### config.mk
export PLATFORM = sky130hd
export DESIGN_NAME = msx_bus_master
export DESIGN_NICKNAME = d
export VERILOG_FILES = /design/src/rtl/msx_bus_master.sv
export SDC_FILE = /design/constraint.sdc
export NUM_CORES = 1
export LEC_CHECK = 0
export BUFFER_PORTS_ARGS = -buffer_cell sky130_fd_sc_hd__buf_2
export CORE_UTILIZATION = 54
export CTS_CLUSTER_SIZE = 8
export DETAILED_ROUTE_END_ITERATION = 8
export PLACE_DENSITY = 0.82
export SKIP_CTS_REPAIR_TIMING = 1
export SYNTH_ARGS = -nofsm -noshare
export SYNTH_HDL_FRONTEND = slang
export SYNTH_SLANG_ARGS = --single-unit
### constraint.sdc
create_clock -name clk -period 3.3 [get_ports clk]
set_clock_uncertainty 0.05 [all_clocks]
set_input_delay 0.33 -clock clk [delete_from_list [all_inputs] [get_ports clk]]
set_output_delay 0.33 -clock clk [all_outputs]
set_load 0.01 [all_outputs]
### src/rtl/msx_bus_master.sv
// ---------------------------------------------------------------------------
// msx_bus_master
//
// Initiator side of an MSX cartridge slot. Each accepted single-beat request
// becomes one Z80-style memory or I/O cycle on the slot. The cycle runs
// through address/select setup, the RD/WR strobe (stretched while the slot
// holds WAIT low), and address/data hold. It then returns read data, or a
// timeout flag if WAIT never released.
//
// Ports
//   clk, reset        system clock, synchronous active-high reset
//   req_*             request channel (valid/ready, single beat)
//   rsp_*             response: one-clock rsp_valid pulse with rdata/timeout
//   bus_addr          slot address A15..A0
//   bus_data_*        slot data bus (out, output enable, in)
//   sltsl_n, merq_n   slot select / memory request (memory cycles)
//   iorq_n            I/O request (I/O cycles)
//   rd_n, wr_n        read / write strobes
//   wait_n            asynchronous WAIT from the slot
//   busy              a bus cycle is in progress
// ---------------------------------------------------------------------------
module msx_bus_master #(
    parameter int SETUP_CYCLES  = 1,
    parameter int STROBE_CYCLES = 3,
    parameter int HOLD_CYCLES   = 1,
    parameter int WAIT_TIMEOUT  = 255
) (
    input  logic        clk,
    input  logic        reset,
    input  logic        req_valid,
    output logic        req_ready,
    input  logic        req_is_io,
    input  logic        req_write,
    input  logic [15:0] req_addr,
    input  logic [7:0]  req_wdata,
    output logic        rsp_valid,
    output logic [7:0]  rsp_rdata,
    output logic        rsp_timeout,
    output logic [15:0] bus_addr,
    output logic [7:0]  bus_data_out,
    output logic        bus_data_oe,
    input  logic [7:0]  bus_data_in,
    output logic        sltsl_n,
    output logic        merq_n,
    output logic        iorq_n,
    output logic        rd_n,
    output logic        wr_n,
    input  logic        wait_n,
    output logic        busy
);

    localparam logic [2:0] ST_IDLE   = 3'd0;
    localparam logic [2:0] ST_SETUP  = 3'd1;
    localparam logic [2:0] ST_STROBE = 3'd2;
    localparam logic [2:0] ST_EXTEND = 3'd3;
    localparam logic [2:0] ST_HOLD   = 3'd4;

    // Phase counts the clocks spent in the current state; a state ends on the
    // edge where the counter shows its last clock.
    localparam logic [3:0] SETUP_LAST  = 4'(SETUP_CYCLES - 1);
    localparam logic [3:0] STROBE_LAST = 4'(STROBE_CYCLES - 1);
    localparam logic [3:0] HOLD_LAST   = 4'(HOLD_CYCLES - 1);
    localparam logic [7:0] WAIT_LAST   = 8'(WAIT_TIMEOUT - 1);

    logic [2:0] state_reg;
    logic [3:0] phase_reg;
    logic [7:0] wait_cnt_reg;
    logic       write_reg;
    logic       timeout_reg;
    logic       wait_meta_reg;
    logic       wait_s_reg;

    logic strobe_done;
    logic extend_ok;
    logic extend_expired;
    logic bus_release;

    // Only the last strobe clock looks at WAIT; earlier changes are ignored.
    always_comb begin
        strobe_done    = (state_reg == ST_STROBE) && (phase_reg == STROBE_LAST);
        extend_ok      = (state_reg == ST_EXTEND) && wait_s_reg;
        extend_expired = (state_reg == ST_EXTEND) && !wait_s_reg &&
                         (wait_cnt_reg == WAIT_LAST);
        bus_release    = (strobe_done && wait_s_reg) || extend_ok || extend_expired;
    end

    always_ff @(posedge clk) begin
        if (reset) begin
            state_reg     <= ST_IDLE;
            phase_reg     <= 4'd0;
            wait_cnt_reg  <= 8'd0;
            write_reg     <= 1'b0;
            timeout_reg   <= 1'b0;
            wait_meta_reg <= 1'b1;
            wait_s_reg    <= 1'b1;
            req_ready     <= 1'b1;
            rsp_valid     <= 1'b0;
            rsp_rdata     <= 8'hFF;
            rsp_timeout   <= 1'b0;
            bus_addr      <= 16'h0000;
            bus_data_out  <= 8'h00;
            bus_data_oe   <= 1'b0;
            sltsl_n       <= 1'b1;
            merq_n        <= 1'b1;
            iorq_n        <= 1'b1;
            rd_n          <= 1'b1;
            wr_n          <= 1'b1;
            busy          <= 1'b0;
        end else begin
            wait_meta_reg <= wait_n;
            wait_s_reg    <= wait_meta_reg;
            rsp_valid     <= 1'b0;

            case (state_reg)
                ST_IDLE: begin
                    if (req_valid) begin
                        state_reg    <= ST_SETUP;
                        phase_reg    <= 4'd0;
                        wait_cnt_reg <= 8'd0;
                        write_reg    <= req_write;
                        timeout_reg  <= 1'b0;
                        req_ready    <= 1'b0;
                        busy         <= 1'b1;
                        bus_addr     <= req_addr;
                        bus_data_oe  <= req_write;
                        if (req_write) begin
                            bus_data_out <= req_wdata;
                        end
                        sltsl_n      <= req_is_io;
                        merq_n       <= req_is_io;
                        iorq_n       <= !req_is_io;
                    end
                end
                ST_SETUP: begin
                    if (phase_reg == SETUP_LAST) begin
                        state_reg <= ST_STROBE;
                        phase_reg <= 4'd0;
                        rd_n      <= write_reg;
                        wr_n      <= !write_reg;
                    end else begin
                        phase_reg <= phase_reg + 4'd1;
                    end
                end
                ST_STROBE: begin
                    if (!strobe_done) begin
                        phase_reg <= phase_reg + 4'd1;
                    end else if (!wait_s_reg) begin
                        state_reg    <= ST_EXTEND;
                        phase_reg    <= 4'd0;
                        wait_cnt_reg <= 8'd0;
                    end
                end
                ST_EXTEND: begin
                    if (!extend_ok && !extend_expired) begin
                        wait_cnt_reg <= wait_cnt_reg + 8'd1;
                    end
                end
                ST_HOLD: begin
                    if (phase_reg == HOLD_LAST) begin
                        state_reg   <= ST_IDLE;
                        phase_reg   <= 4'd0;
                        bus_data_oe <= 1'b0;
                        busy        <= 1'b0;
                        req_ready   <= 1'b1;
                        rsp_valid   <= 1'b1;
                        rsp_timeout <= timeout_reg;
                    end else begin
                        phase_reg <= phase_reg + 4'd1;
                    end
                end
                default: begin
                    state_reg <= ST_IDLE;
                    req_ready <= 1'b1;
                    busy      <= 1'b0;
                end
            endcase

            // End of the strobe (normal or stretched): capture read data and
            // release every strobe and select together, then enter HOLD.
            if (bus_release) begin
                state_reg    <= ST_HOLD;
                phase_reg    <= 4'd0;
                wait_cnt_reg <= 8'd0;
                timeout_reg  <= extend_expired;
                if (!write_reg) begin
                    rsp_rdata <= extend_expired ? 8'hFF : bus_data_in;
                end
                sltsl_n <= 1'b1;
                merq_n  <= 1'b1;
                iorq_n  <= 1'b1;
                rd_n    <= 1'b1;
                wr_n    <= 1'b1;
            end
        end
    end

endmodule

Word level (Yosys, flattened, before mapping)

Index checks and enable logic that the tools add are counted.

Reductions and logical operators: 36
Bitwise gates (word level): 4
Equal/unequal tests: 19
Multiplexer cells: 29
Add/subtract/negate cells: 2

Operators by type and width:

| cell                                                 | number |
|---|---|
| 2-to-1 mux 8 bit                                     | 5 |
| case mux 8 bit (3 select lines)                      | 1 |
| 2-to-1 mux 3 bit                                     | 6 |
| inequality test 3 bit (second input constant)        | 6 |
| 2-to-1 mux 4 bit                                     | 4 |
| case mux 3 bit (5 select lines)                      | 1 |
| inequality test 2 bit (second input constant)        | 6 |
| case mux 4 bit (3 select lines)                      | 1 |
| AND reduction 3 bit                                  | 4 |
| AND reduction 6 bit                                  | 2 |
| AND reduction 2 bit                                  | 5 |
| adder 8 x 1 -> 8 bit (second input constant)         | 1 |
| equality test 8 bit (second input constant)          | 1 |
| 2-to-1 mux 1 bit                                     | 8 |
| equality test 3 x 2 -> 1 bit (second input constant) | 2 |
| logical AND 1 bit                                    | 6 |
| case mux 1 bit (3 select lines)                      | 2 |
| nonzero test 2 bit                                   | 3 |
| nonzero test 3 bit                                   | 2 |
| OR reduction 2 bit                                   | 3 |
| zero test 1 bit                                      | 5 |
| AND reduction 5 bit                                  | 1 |
| adder 4 x 1 -> 4 bit (second input constant)         | 1 |
| equality test 4 x 2 -> 1 bit (second input constant) | 1 |
| 9 further kinds                                      | 13 |

Flip-flop bits (word level): 60
Bits of input ports: 38
Logic and storage cells: 110

Logic depth before layout (Yosys ltp)

Word-level depth: 7
Mapped depth: 7
Mapped depth without buffers: 6

Worst setup path after synthesis

No wires, ideal clock.

Path type: reg2reg
From: register phase_reg[0]
To: register wait_cnt_reg[1]
Stages on the path, launching flop included: 7
Data required time: 3.180 ns
Setup slack: 1.643 ns
Data arrival time: 1.538 ns
Path through: dfxtp_1 > inv_1 > ha_1 > nor3b_2 > a211oi_2 > or4_1 > a21oi_1

Word-level cells in the longest chain between the ends: 6

Ends and longest elaborated chain:

| item                                                                        | line | RTL |
|---|---|---|
| from (decl)                                                                 | 66   | `logic [3:0] phase_reg;` |
| from (signal assigned)                                                      | 141  | `phase_reg <= phase_reg + 4'd1;` |
| from (signal assigned)                                                      | 146  | `phase_reg <= phase_reg + 4'd1;` |
| from (signal assigned)                                                      | 168  | `phase_reg <= phase_reg + 4'd1;` |
| equality test 4 x 2 -> 1 bit (*)                                            | 80   | `strobe_done = (state_reg == ST_STROBE) && (phase_reg == STROBE_LAST);` |
| logical AND 1 bit (*)                                                       | 80   |  |
| parallel branches: the longest is 4 deep, another holds AND reduction 5 bit | --   |  |
| to (signal assigned)                                                        | 155  | `wait_cnt_reg <= wait_cnt_reg + 8'd1;` |
| to (decl)                                                                   | 67   | `logic [7:0] wait_cnt_reg;` |

Mark *: on every way between the ends.
A chain may end at the register's enable or synchronous reset.

Worst setup path in the final report

From: register phase_reg[0]
To: register rsp_rdata[1]

Word-level cells in the longest chain between the ends: 6

Ends and longest elaborated chain:

| item                          | line | RTL |
|---|---|---|
| equality test 4 x 2 -> 1 bit  | 80   |  |
| logical AND 1 bit             | 80   |  |
| logical AND 1 bit             | 84   | `bus_release = (strobe_done && wait_s_reg) \|\| extend_ok \|\| extend_expired;` |
| logical OR 1 bit (2 in a row) | 84   |  |
| AND reduction 2 bit (no line) | --   |  |
| to (signal assigned)          | 186  | `rsp_rdata <= extend_expired ? 8'hFF : bus_data_in;` |
| to (decl)                     | 37   | `output logic [7:0] rsp_rdata,` |

No other way between the ends.

==> metrics <==
CP Cell Sequence inv_1 -> ha_1 -> nor3b_2 -> o211a_1 -> o21bai_1 -> mux2i_1; clk root buf clkbuf_8; Synthesized Nets 350; Post-Layout Cell Count 438; HPWL Detailed 3.96 mm; clock sinks 60; fmax 450 MHz; ys flop type dfxtp_1; post-route ant nets 0; slowest stage delay, CP 710 ps; register area share after synthesis 46.5%; commonest non-fill, non-tap cell in the layout buf_2; failing checks design-rule violations; distinct cell type count of the synthesized netlist 44; Least-Margin Pin Slew 895 ps; GR Util All Layers 23.6%; Worst VDD drop 0.334 mV; Syn Inst Count 307; fin crit period 2220 ps; Clock transition at path regs 60 ps; Tcrit/Tclk final 67.3%; placed insts 423; vias per cell 5.53; fin. max-slew vios 0; Overflow after GRT 0; WHS 131 ps; io pins 80; final core area utilization 70.6%; DR DRC count 4; Final Hold Viols 0; post-synth top area share 46.5%; largest net degree at the start of global routing 43; total power 0.00165 W; power density over the cells 524 mW/mm²; CP Data Arrival Time 2420 ps; H-tree levels 3; final setup violating endpoints 0; Antenna Cells 0; number of port buffers 79; yosys warns 0; CP Buf/Inv Count 1; status finished, violations left; setup_tns 0 ps; Final GP Congestion 0.820; synth top area cells dfxtp_1 (46%), a21oi_1 (7.9%), nand2_1 (7.7%); Wirelength per Cell 13.1 µm; row cnt 24; slowest cell on the critical path o21bai_1; asr flop ratio synth 0%; global-route wire length before repair 9.47 mm; Worst path top cell family by delay compound AO/OA/AOI/OAI gates; CTS tree done; Post-synth EDFFs 0; synthesized cell area 0.00258 mm²; Final Routed Wirelength 5.75 mm; Syn Area/Cell 8.42 µm²; area grow syn2layout 22.1%; Slew HR 40.2%; max_cap viols 0; vias in the first global route 2221; die outline width 71.2 µm; initial antenna violation count 0; Via Count 2423; path type of the worst min-delay path in2reg; number of DRC markers in iteration 0 158; Crit Path Class reg2reg; crit end category flop; crit path max fanout 8; leading area contributor after synthesis dfxtp_1; drt pass-1 iters 9; chip height 71.2 µm; Nets 425; initial core utilization 57.8%; layout cells sized above 1 27.5%; max reg flops 16; worst skew pair latency 330 ps; Largest Register bus_addr; critical path startpoint category flop; LEAKAGE 1.39 nW; RSZ-0062 raised after global routing no; synthesis-stage register bit count 60; Total Die Area 0.00507 mm²; most frequent cells in the layout buf_2 (79), dfxtp_1 (60), nand2_1 (53), a21oi_1 (41), nor2_1 (26); critical path required time 3500 ps; core area 0.00447 mm²; Longest Clk Path Bufs 2; clock buffer count from CTS 9
[through the flow]
step / worst slack [ps] / cell area (µm²)
4_1_cts: 1070 / 3160
3_3_place_gp: 1150 / 2980
5_1_grt: 875 / 3160
3_5_place_dp: 1100 / 2980
2_1_floorplan: 1640 / 2580
6_report: 1080 / 3160
[path summary, 6_finish.rpt]
path	slack [ps]	endpoint	from	cells after the start
max	1080	rsp_rdata[1]	phase_reg[0]	6
min	130	wait_meta_reg	wait_n	2
max reg2reg	1080	rsp_rdata[1]	phase_reg[0]	6
min reg2reg	360	wait_s_reg	wait_meta_reg	1
[cells by family (layout without fill, tap and decap cells)]
logic type / count (synthesis) / after routing / synth area share (%)
and+or+nand+nor: 134 / 134 / 26.0
AOI/OAI and AO/OA: 77 / 77 / 17.6
DFF: 60 / 60 / 46.5
buffers and inverters: 22 / 101 / 4.02
muxes: 9 / 9 / 3.49
adders and majority gates: 5 / 5 / 2.42
[synthesized netlist by cell type, drive strengths merged (3+ instances only)]
library cell  number
o21ai             13
nor2b              4
dfxtp             60
nor3b              4
nor3               9
a21oi             41
nor2              26
and2               3
ha                 5
inv                5
a31oi              7
nand2             53
mux2i              9
or3                3
nand3b             3
nand2b             3
nand3             14
buf               11
clkbuf             6
[worst register-to-register path, delay by kind of cell, from the launching register on]
family          cells  cell delay [ps]
compound gates      2              970
flops               1              380
mux                 1              280
fa+ha+maj           1              190
simple gates        1              190
buf+inv             1               90
[area by class of cell]
type	count	area, µm²
clock buffers	10	128
clock inverters	5	53.8
fillers	354	1320
inverters	5	18.8
multi-input cells	225	1280
flip-flops and latches	60	1200
well taps	52	65.1
repair buffers	81	410
[routing by layer]
layer	global-route usage, %	vias up	wire length [µm]
met3	4.13	12	344
met4	11.3	0	114
met2	40.5	86	2740
met1	28.6	1109	2550
met5	0	-	0
li1	-	1216	-
[report_power, final]
group / internal [W] / switching [W]
clock: 0.000342 / 0.000272
sequential: 0.000767 / 0.0000375
combinational: 0.0000964 / 0.000139
total: 0.00121 / 0.000449
No activity file was read; power rests on OpenSTA's default activity.
